## src/rtl/ps2_kbd_pkg.sv

```systemverilog
// Shared constants and types for the PS/2 keyboard front end.
// Holds the special scan codes, the receiver state encoding and a parity helper.
package ps2_kbd_pkg;

  localparam logic [7:0] PS2_BREAK = 8'hF0;
  localparam logic [7:0] PS2_EXT   = 8'hE0;
  localparam logic [7:0] PS2_BAT   = 8'hAA;

  typedef enum logic [1:0] {
    RX_IDLE,
    RX_DATA,
    RX_PARITY,
    RX_STOP
  } rx_state_t;

  // A frame is good when data plus parity bit hold an odd number of ones.
  function automatic logic parity_ok(input logic [7:0] data, input logic par);
    return ^{data, par};
  endfunction

endpackage

```

## src/rtl/ps2_keymap.sv

```systemverilog
// Scan-code to PET key-matrix position ROM.
// The index is {ext, code}; ext selects the E0 page (cursor and keypad keys).
// Anything not listed reports hit = 0, including E0 1A.
module ps2_keymap (
  input  logic       ext,
  input  logic [7:0] code,
  output logic       hit,
  output logic [3:0] row,
  output logic [2:0] col
);

  // Pure lookup table; unlisted codes fall through to a miss.
  always_comb begin
    hit = 1'b1;
    row = 4'd0;
    col = 3'd0;
    case ({ext, code})
      9'h01C: {row, col} = {4'd4, 3'd0};
      9'h032: {row, col} = {4'd6, 3'd2};
      9'h021: {row, col} = {4'd6, 3'd1};
      9'h023: {row, col} = {4'd4, 3'd1};
      9'h024: {row, col} = {4'd2, 3'd1};
      9'h02B: {row, col} = {4'd5, 3'd2};
      9'h034: {row, col} = {4'd4, 3'd3};
      9'h033: {row, col} = {4'd5, 3'd3};
      9'h043: {row, col} = {4'd3, 3'd5};
      9'h03B: {row, col} = {4'd4, 3'd4};
      9'h042: {row, col} = {4'd5, 3'd4};
      9'h04B: {row, col} = {4'd4, 3'd5};
      9'h03A: {row, col} = {4'd6, 3'd4};
      9'h031: {row, col} = {4'd7, 3'd3};
      9'h044: {row, col} = {4'd2, 3'd6};
      9'h04D: {row, col} = {4'd3, 3'd6};
      9'h015: {row, col} = {4'd2, 3'd0};
      9'h02D: {row, col} = {4'd2, 3'd2};
      9'h01B: {row, col} = {4'd5, 3'd0};
      9'h02C: {row, col} = {4'd3, 3'd2};
      9'h03C: {row, col} = {4'd2, 3'd4};
      9'h02A: {row, col} = {4'd7, 3'd2};
      9'h01D: {row, col} = {4'd3, 3'd0};
      9'h022: {row, col} = {4'd7, 3'd1};
      9'h035: {row, col} = {4'd3, 3'd3};
      9'h01A: {row, col} = {4'd7, 3'd0};
      9'h016: {row, col} = {4'd0, 3'd0};
      9'h01E: {row, col} = {4'd1, 3'd0};
      9'h026: {row, col} = {4'd0, 3'd1};
      9'h025: {row, col} = {4'd1, 3'd1};
      9'h029: {row, col} = {4'd9, 3'd2};
      9'h05A: {row, col} = {4'd6, 3'd5};
      9'h066: {row, col} = {4'd1, 3'd7};
      9'h012: {row, col} = {4'd8, 3'd0};
      9'h059: {row, col} = {4'd8, 3'd5};
      9'h076: {row, col} = {4'd9, 3'd4};
      9'h175: {row, col} = {4'd0, 3'd6};
      9'h172: {row, col} = {4'd1, 3'd6};
      9'h16B: {row, col} = {4'd0, 3'd5};
      9'h174: {row, col} = {4'd0, 3'd7};
      9'h16C: {row, col} = {4'd0, 3'd4};
      9'h171: {row, col} = {4'd1, 3'd5};
      9'h170: {row, col} = {4'd1, 3'd4};
      9'h14A: {row, col} = {4'd3, 3'd7};
      9'h15A: {row, col} = {4'd2, 3'd7};
      default: hit = 1'b0;
    endcase
  end

endmodule

```

## src/rtl/ps2_keymatrix.sv

```systemverilog
// PS/2 keyboard front end for the PET key matrix.
// Filters and deserialises PS/2 frames, decodes F0/E0 prefixes and keeps an
// active-low row/column matrix that the PIA reads through keyrow/keyin.
module ps2_keymatrix
  import ps2_kbd_pkg::*;
#(
  parameter int NUM_ROWS    = 16,
  parameter int ROW_BITS    = 4,
  parameter int ROW_WIDTH   = 8,
  parameter int FILTER_LEN  = 8,
  parameter int TIMEOUT_CYC = 50000
) (
  input  logic                 clk,
  input  logic                 reset,
  input  logic                 ps2_clk,
  input  logic                 ps2_data,
  input  logic [ROW_BITS-1:0]  keyrow,
  output logic [ROW_WIDTH-1:0] keyin,
  input  logic                 kbd_clr,
  output logic [7:0]           code,
  output logic                 code_valid,
  output logic                 code_err
);

  localparam int FILT_BITS = $clog2(FILTER_LEN + 1);
  localparam int TO_BITS   = $clog2(TIMEOUT_CYC + 1);
  localparam int MAT_BITS  = NUM_ROWS * ROW_WIDTH;
  localparam logic [FILT_BITS-1:0] FILT_LAST = FILT_BITS'(FILTER_LEN - 1);
  localparam logic [TO_BITS-1:0]   TO_LAST   = TO_BITS'(TIMEOUT_CYC - 1);

  logic [1:0]           clk_sync;
  logic [1:0]           data_sync;
  logic                 clk_s;
  logic                 data_s;
  logic                 filt_level;
  logic [FILT_BITS-1:0] filt_cnt;
  logic                 fall_edge;

  rx_state_t            state, state_n;
  logic [2:0]           bit_cnt, bit_cnt_n;
  logic [7:0]           shift, shift_n;
  logic                 par_bit, par_n;
  logic [TO_BITS-1:0]   to_cnt, to_cnt_n;
  logic                 rx_good;
  logic                 rx_err;

  logic                 brk;
  logic                 ext;
  logic [MAT_BITS-1:0]  matrix;
  logic                 map_hit;
  logic [3:0]           map_row;
  logic [2:0]           map_col;
  logic                 is_prefix;
  logic                 map_ok;
  logic [MAT_BITS-1:0]  upd_mask;

  assign clk_s  = clk_sync[1];
  assign data_s = data_sync[1];

  // Two-stage synchronisers for the asynchronous PS/2 lines; idle level is high.
  always_ff @(posedge clk) begin
    if (reset) begin
      clk_sync  <= 2'b11;
      data_sync <= 2'b11;
    end else begin
      clk_sync  <= {clk_sync[0], ps2_clk};
      data_sync <= {data_sync[0], ps2_data};
    end
  end

  // A level change is only believed once it has persisted FILTER_LEN cycles.
  always_ff @(posedge clk) begin
    if (reset) begin
      filt_level <= 1'b1;
      filt_cnt   <= '0;
    end else if (clk_s == filt_level) begin
      filt_cnt <= '0;
    end else if (filt_cnt == FILT_LAST) begin
      filt_level <= clk_s;
      filt_cnt   <= '0;
    end else begin
      filt_cnt <= filt_cnt + 1'b1;
    end
  end

  assign fall_edge = filt_level && !clk_s && (filt_cnt == FILT_LAST);

  // Receiver state register.
  always_ff @(posedge clk) begin
    if (reset) begin
      state   <= RX_IDLE;
      bit_cnt <= '0;
      shift   <= '0;
      par_bit <= 1'b0;
      to_cnt  <= '0;
    end else begin
      state   <= state_n;
      bit_cnt <= bit_cnt_n;
      shift   <= shift_n;
      par_bit <= par_n;
      to_cnt  <= to_cnt_n;
    end
  end

  // Frame sequencing, frame checking and the inter-edge watchdog.
  always_comb begin
    state_n   = state;
    bit_cnt_n = bit_cnt;
    shift_n   = shift;
    par_n     = par_bit;
    to_cnt_n  = to_cnt;
    rx_good   = 1'b0;
    rx_err    = 1'b0;
    case (state)
      RX_IDLE: begin
        to_cnt_n = '0;
        if (fall_edge && !data_s) begin
          state_n   = RX_DATA;
          bit_cnt_n = '0;
        end
      end
      RX_DATA: begin
        if (fall_edge) begin
          shift_n   = {data_s, shift[7:1]};
          bit_cnt_n = bit_cnt + 3'd1;
          if (bit_cnt == 3'd7) state_n = RX_PARITY;
        end
      end
      RX_PARITY: begin
        if (fall_edge) begin
          par_n   = data_s;
          state_n = RX_STOP;
        end
      end
      RX_STOP: begin
        if (fall_edge) begin
          state_n = RX_IDLE;
          if (parity_ok(shift, par_bit) && data_s) rx_good = 1'b1;
          else                                     rx_err  = 1'b1;
        end
      end
      default: state_n = RX_IDLE;
    endcase
    if (state != RX_IDLE) begin
      if (fall_edge) begin
        to_cnt_n = '0;
      end else if (to_cnt == TO_LAST) begin
        state_n  = RX_IDLE;
        rx_err   = 1'b1;
        to_cnt_n = '0;
      end else begin
        to_cnt_n = to_cnt + 1'b1;
      end
    end
  end

  // Register the frame result so the strobes land one cycle after the stop edge.
  always_ff @(posedge clk) begin
    if (reset) begin
      code       <= 8'h00;
      code_valid <= 1'b0;
      code_err   <= 1'b0;
    end else begin
      code_valid <= rx_good;
      code_err   <= rx_err;
      if (rx_good) code <= shift;
    end
  end

  ps2_keymap u_keymap (
    .ext  (ext),
    .code (code),
    .hit  (map_hit),
    .row  (map_row),
    .col  (map_col)
  );

  assign is_prefix = (code == PS2_BREAK) || (code == PS2_EXT);
  assign map_ok    = map_hit && !is_prefix &&
                     (int'(map_row) < NUM_ROWS) && (int'(map_col) < ROW_WIDTH);
  assign upd_mask  = map_ok ? (MAT_BITS'(1) << (int'(map_row) * ROW_WIDTH + int'(map_col)))
                            : '0;

  // Decode the byte presented with code_valid; kbd_clr overrides any matrix change.
  always_ff @(posedge clk) begin
    if (reset) begin
      brk    <= 1'b0;
      ext    <= 1'b0;
      matrix <= '1;
    end else begin
      if (code_err) begin
        brk <= 1'b0;
        ext <= 1'b0;
      end else if (code_valid) begin
        if (code == PS2_BREAK) begin
          brk <= 1'b1;
        end else if (code == PS2_EXT) begin
          ext <= 1'b1;
        end else begin
          brk <= 1'b0;
          ext <= 1'b0;
        end
      end
      if (kbd_clr) begin
        matrix <= '1;
      end else if (code_valid && (code == PS2_BAT)) begin
        matrix <= '1;
      end else if (code_valid && map_ok) begin
        matrix <= brk ? (matrix | upd_mask) : (matrix & ~upd_mask);
      end
    end
  end

  // Row readout for the PIA; rows beyond the matrix read as released.
  always_comb begin
    keyin = '1;
    if (int'(keyrow) < NUM_ROWS) keyin = ROW_WIDTH'(matrix >> (int'(keyrow) * ROW_WIDTH));
  end

endmodule

```

## config.mk

```make
export PLATFORM = sky130hd
export DESIGN_NAME = ps2_keymatrix
export DESIGN_NICKNAME = d
export VERILOG_FILES = /design/src/rtl/ps2_kbd_pkg.sv /design/src/rtl/ps2_keymap.sv /design/src/rtl/ps2_keymatrix.sv
export SDC_FILE = /design/constraint.sdc
export NUM_CORES = 1
export LEC_CHECK = 0
export ABC_AREA = 1
export CAP_MARGIN = 30
export CORE_UTILIZATION = 55
export CTS_CLUSTER_SIZE = 10
export DETAILED_ROUTE_END_ITERATION = 16
export PLACE_DENSITY = 0.82
export SYNTH_ARGS = -nofsm -noshare
export SYNTH_HDL_FRONTEND = slang
export SYNTH_SLANG_ARGS = --single-unit
```

## constraint.sdc

```tcl
create_clock -name clk -period 1.8 [get_ports clk]
set_input_delay 0.18 -clock clk [delete_from_list [all_inputs] [get_ports clk]]
set_output_delay 0.18 -clock clk [all_outputs]
set_load 0.05 [all_outputs]
```

==> run_results.csv <==
group,metric,value,unit
timing,finClkSkew,0.009871,ns
synth,yosysTopAreaCell,"dfxtp_1",
floorplanning,rows,44,
clocking,htreeDepth,4,
status,violations,"setup timing",
synth,synth_area_leaders,"dfxtp_1 42%, nand2_1 11%, inv_1 7.2%",
synth,synthesis.nets,1233,
global_routing,overflow,0,
synth,yosysSeqAreaShare,42.45,%
setup_path,reg2reg_to,"matrix[7]",
setup_path,critical-path-slowest-cell,"dfxtp_4",
clocking,cts.sinks,179,
timing,final.setup.worst_slack,-0.2910,ns
pwr,peakVddDrop,0.6421,mV
synth,synth_ff_type,"dfxtp_1",
setup_path,crit_path_end_kind,"flip-flop",
setup_path,critPathMaxStageDelay,0.38,ns
drt,post_drt_wl_per_cell,16.44,um
floorplanning,fp.dieH,125.9,um
placed_design,port_buffers,26,
synth,synth_enable_flop_cells,0,
clocking,cts.path.max_buffers,2,
pwr,report.power.total,0.008055,W
drt,drt_iter0_markers,1043,
drt,drc,0,
timing,slew_viol_final,0,
flow_run,max_cap_violations,0,
clocking,clk_pin_slew,0.07,ns
setup_path,crit_path_start_kind,"flip-flop",
clocking,cts_tree,"done",
hold_path,worst_hold_path.num_cells,2,
setup_path,arrival,2.42,ns
floorplanning,io_pins,27,
global_routing,grt_pass1_vias,8079,
synth,yosysWarnings,0,
clocking,cts_root_buffer,"clkbuf_16",
hold_path,hp-class,"in -> reg",
synth,synth_top_area_share,42.45,%
timing,post-route-period-util,116.2,%
global_routing,grt_max_degree,92,
placed_design,gp_congestion,0.9338,
timing,fmax,478.2,MHz
setup_path,critPathKind,"reg -> reg",
status,outcome,"finished with violations",
setup_path,rr_startpoint,"code[0]",
clocking,postCtsHoldBufs,0,
setup_path,rr_worst_depth,14,
floorplanning,core_area,14750,um2
hold_path,hp-start,"ps2_data",
setup_path,path_delay_family,"simple AND/OR/NAND/NOR gates",
setup_path,cp_data_required_time,2.12,ns
timing,rsz0062_at_grt,"yes",
placed_design,dpl.hpwl,14490,um
drt,firstDrtPassIters,6,
finish,layout-drive-gt1-share,27.08,%
synth,async_flop_share,0,%
pwr,leakagePower,5.354,nW
global_routing,grt_usage,29.08,%
setup_path,critPathBufInv,4,
setup_path,critPathMaxFanout,8,
floorplanning,start_util,57.21,%
finish,diodes,0,
floorplanning,die_x,125.9,um
drt,wl,25120,um
synth,avgSynthCellArea,6.924,um2
drt,viasPerCell,5.819,
synth,synth_seq_cells,179,
pwr,pwr_density_cell,713.8,nW/um2
timing,hold_violations,0,
clocking,cts_made_buffers,17,
timing,min_period,2.091,ns
finish,instances_no_fill,1528,
hold_path,holdPathEnd,"data_sync[0]",
placed_design,placed_cells,1465,
synth,netlist_area,8441,um2
synth,syn_inst,1219,
global_routing,antenna_found_initial,0,
floorplanning,die-area,15850,um2
setup_path,cp_cell_sequence,"buf_6, nor2_4, buf_4, nand2_2, a21oi_1, nor2_1, nand2_1, nor2_2, nand3_4, buf_12, buf_12, nand3_2, nand2_2, nand3_2",
timing,slew_headroom,61.39,%
finish,syn2layout_area_growth,33.71,%
global_routing,grt_pass1_wl,37490,um
synth,ys_types,39,
finish,nets,1345,
setup_path,r2r_slack,-0.29,ns
timing,setup_viol,47,
finish,nFillCells,932,
drt,ant_nets,0,
drt,dr_total_vias,8891,
clocking,clk_latency,0.44,ns
timing,tightest_slew,0.5748,ns
==> power by group <==
group,switching (W),leakage [nW],internal (W)
clock,0.00165,0.269,0.00190
combinational,0.000334,3.63,0.000220
sequential,0.00000253,1.45,0.00395
==> cell usage after synthesis (6+ instances only) <==
| cell type | number |
|---|---|
| o221ai_1 | 10 |
| nand2_1 | 243 |
| nor2_1 | 116 |
| nand3_1 | 121 |
| nor3_1 | 36 |
| buf_4 | 6 |
| a21oi_1 | 73 |
| o21ai_0 | 79 |
| o211ai_1 | 9 |
| nand4_1 | 61 |
| clkbuf_1 | 46 |
| buf_2 | 10 |
| inv_1 | 162 |
| mux2i_1 | 11 |
| dfxtp_1 | 179 |
==> layout by cell type (no fill, tap or decap), drive strengths merged, types with 24 or more instances in the layout <==
| master | n |
|---|---|
| nand2 | 245 |
| nand4 | 62 |
| o21ai | 80 |
| nand3 | 122 |
| a21oi | 73 |
| clkbuf | 24 |
| inv | 170 |
| nor3 | 37 |
| dfxtp | 179 |
| nor2 | 122 |
| buf | 144 |
==> layer usage <==
layer	up-vias	wire length, um	GRT usage [%]
met1	4113	9954	36.29
met2	446	12470	49.63
met5	-	0	0
met4	0	905	12.62
met3	104	1792	4.673
li1	4228	-	-
==> registers in the layout (all words and copies together), names as in the netlist, 2 cells and up <==
| register | count |
|---|---|
| matrix | 128 |
| to_cnt | 16 |
| bit_cnt | 3 |
| state | 2 |
| clk_sync | 2 |
| filt_cnt | 4 |
| code | 8 |
| data_sync | 2 |
| shift | 8 |
==> logic make-up (layout without fill, tap and decap cells) <==
kind of cell               after synthesis  count (layout)  synth area share [%]
AOI/OAI and AO/OA                      178             178                 11.46
adders and majority gates                5               5                0.7412
and+or+nand+nor                        601             601                 31.93
xor gates and xnor gates                 9               9                0.9338
DFF                                    179             179                 42.45
muxes                                   11              11                 1.305
buffers and inverters                  236             361                 11.18
==> final cells by class <==
cell class	count	area, um2	area share, %
Sequential cell	179	3627	32.14
Clock inverter	13	100.1	0.8869
Multi-Input combinational cell	804	4529	40.13
Timing Repair Buffer	163	1699	15.06
Inverter	166	635.6	5.632
Clock buffer	19	464.2	4.113
Tap cell	184	230.2	2.040
==> worst max-delay path by stage <==
stage / from / cells after the start / slack [ns] / to
final: code[0] / 14 / -0.29 / matrix[7]
after global routing: code[4] / 14 / -0.32 / matrix[18]
after CTS: code[7] / 14 / -0.05 / matrix[52]
after detailed placement: code[7] / 13 / -0.12 / matrix[52]
after global placement: code[0] / 12 / -0.05 / matrix[56]
after floorplan: keyrow[0] / 6 / 0.005 / keyin[0]
==> what timing repair did <==
action,4_1_cts,5_1_grt
setup endpoints to repair,58,78
gates cloned,2,6
pin swaps,5,67
resized for setup,100,125
endpoints found under the hold margin,0,0
buffers inserted,15,12
==> per-stage QoR <==
| stage | TNS [ns] | hold slack [ns] | setup slack [ns] | instance area, um2 | util (%) |
|---|---|---|---|---|---|
| 3_5_place_dp | -2.798 | 0.4022 | -0.1165 | 9714 | 65.84 |
| 6_report | -8.067 | 0.3038 | -0.2910 | 11290 | 76.49 |
| 5_1_grt | -11.28 | 0.3002 | -0.3197 | 11290 | 76.49 |
| 3_3_place_gp | -1.435 | 0.3943 | -0.04732 | 9714 | 65.84 |
| 2_1_floorplan | 0 | 0.2838 | 0.005324 | 8489 | - |
| 4_1_cts | -0.6743 | 0.2972 | -0.05305 | 10670 | 72.30 |
Power figures use the tool's default switching activity.
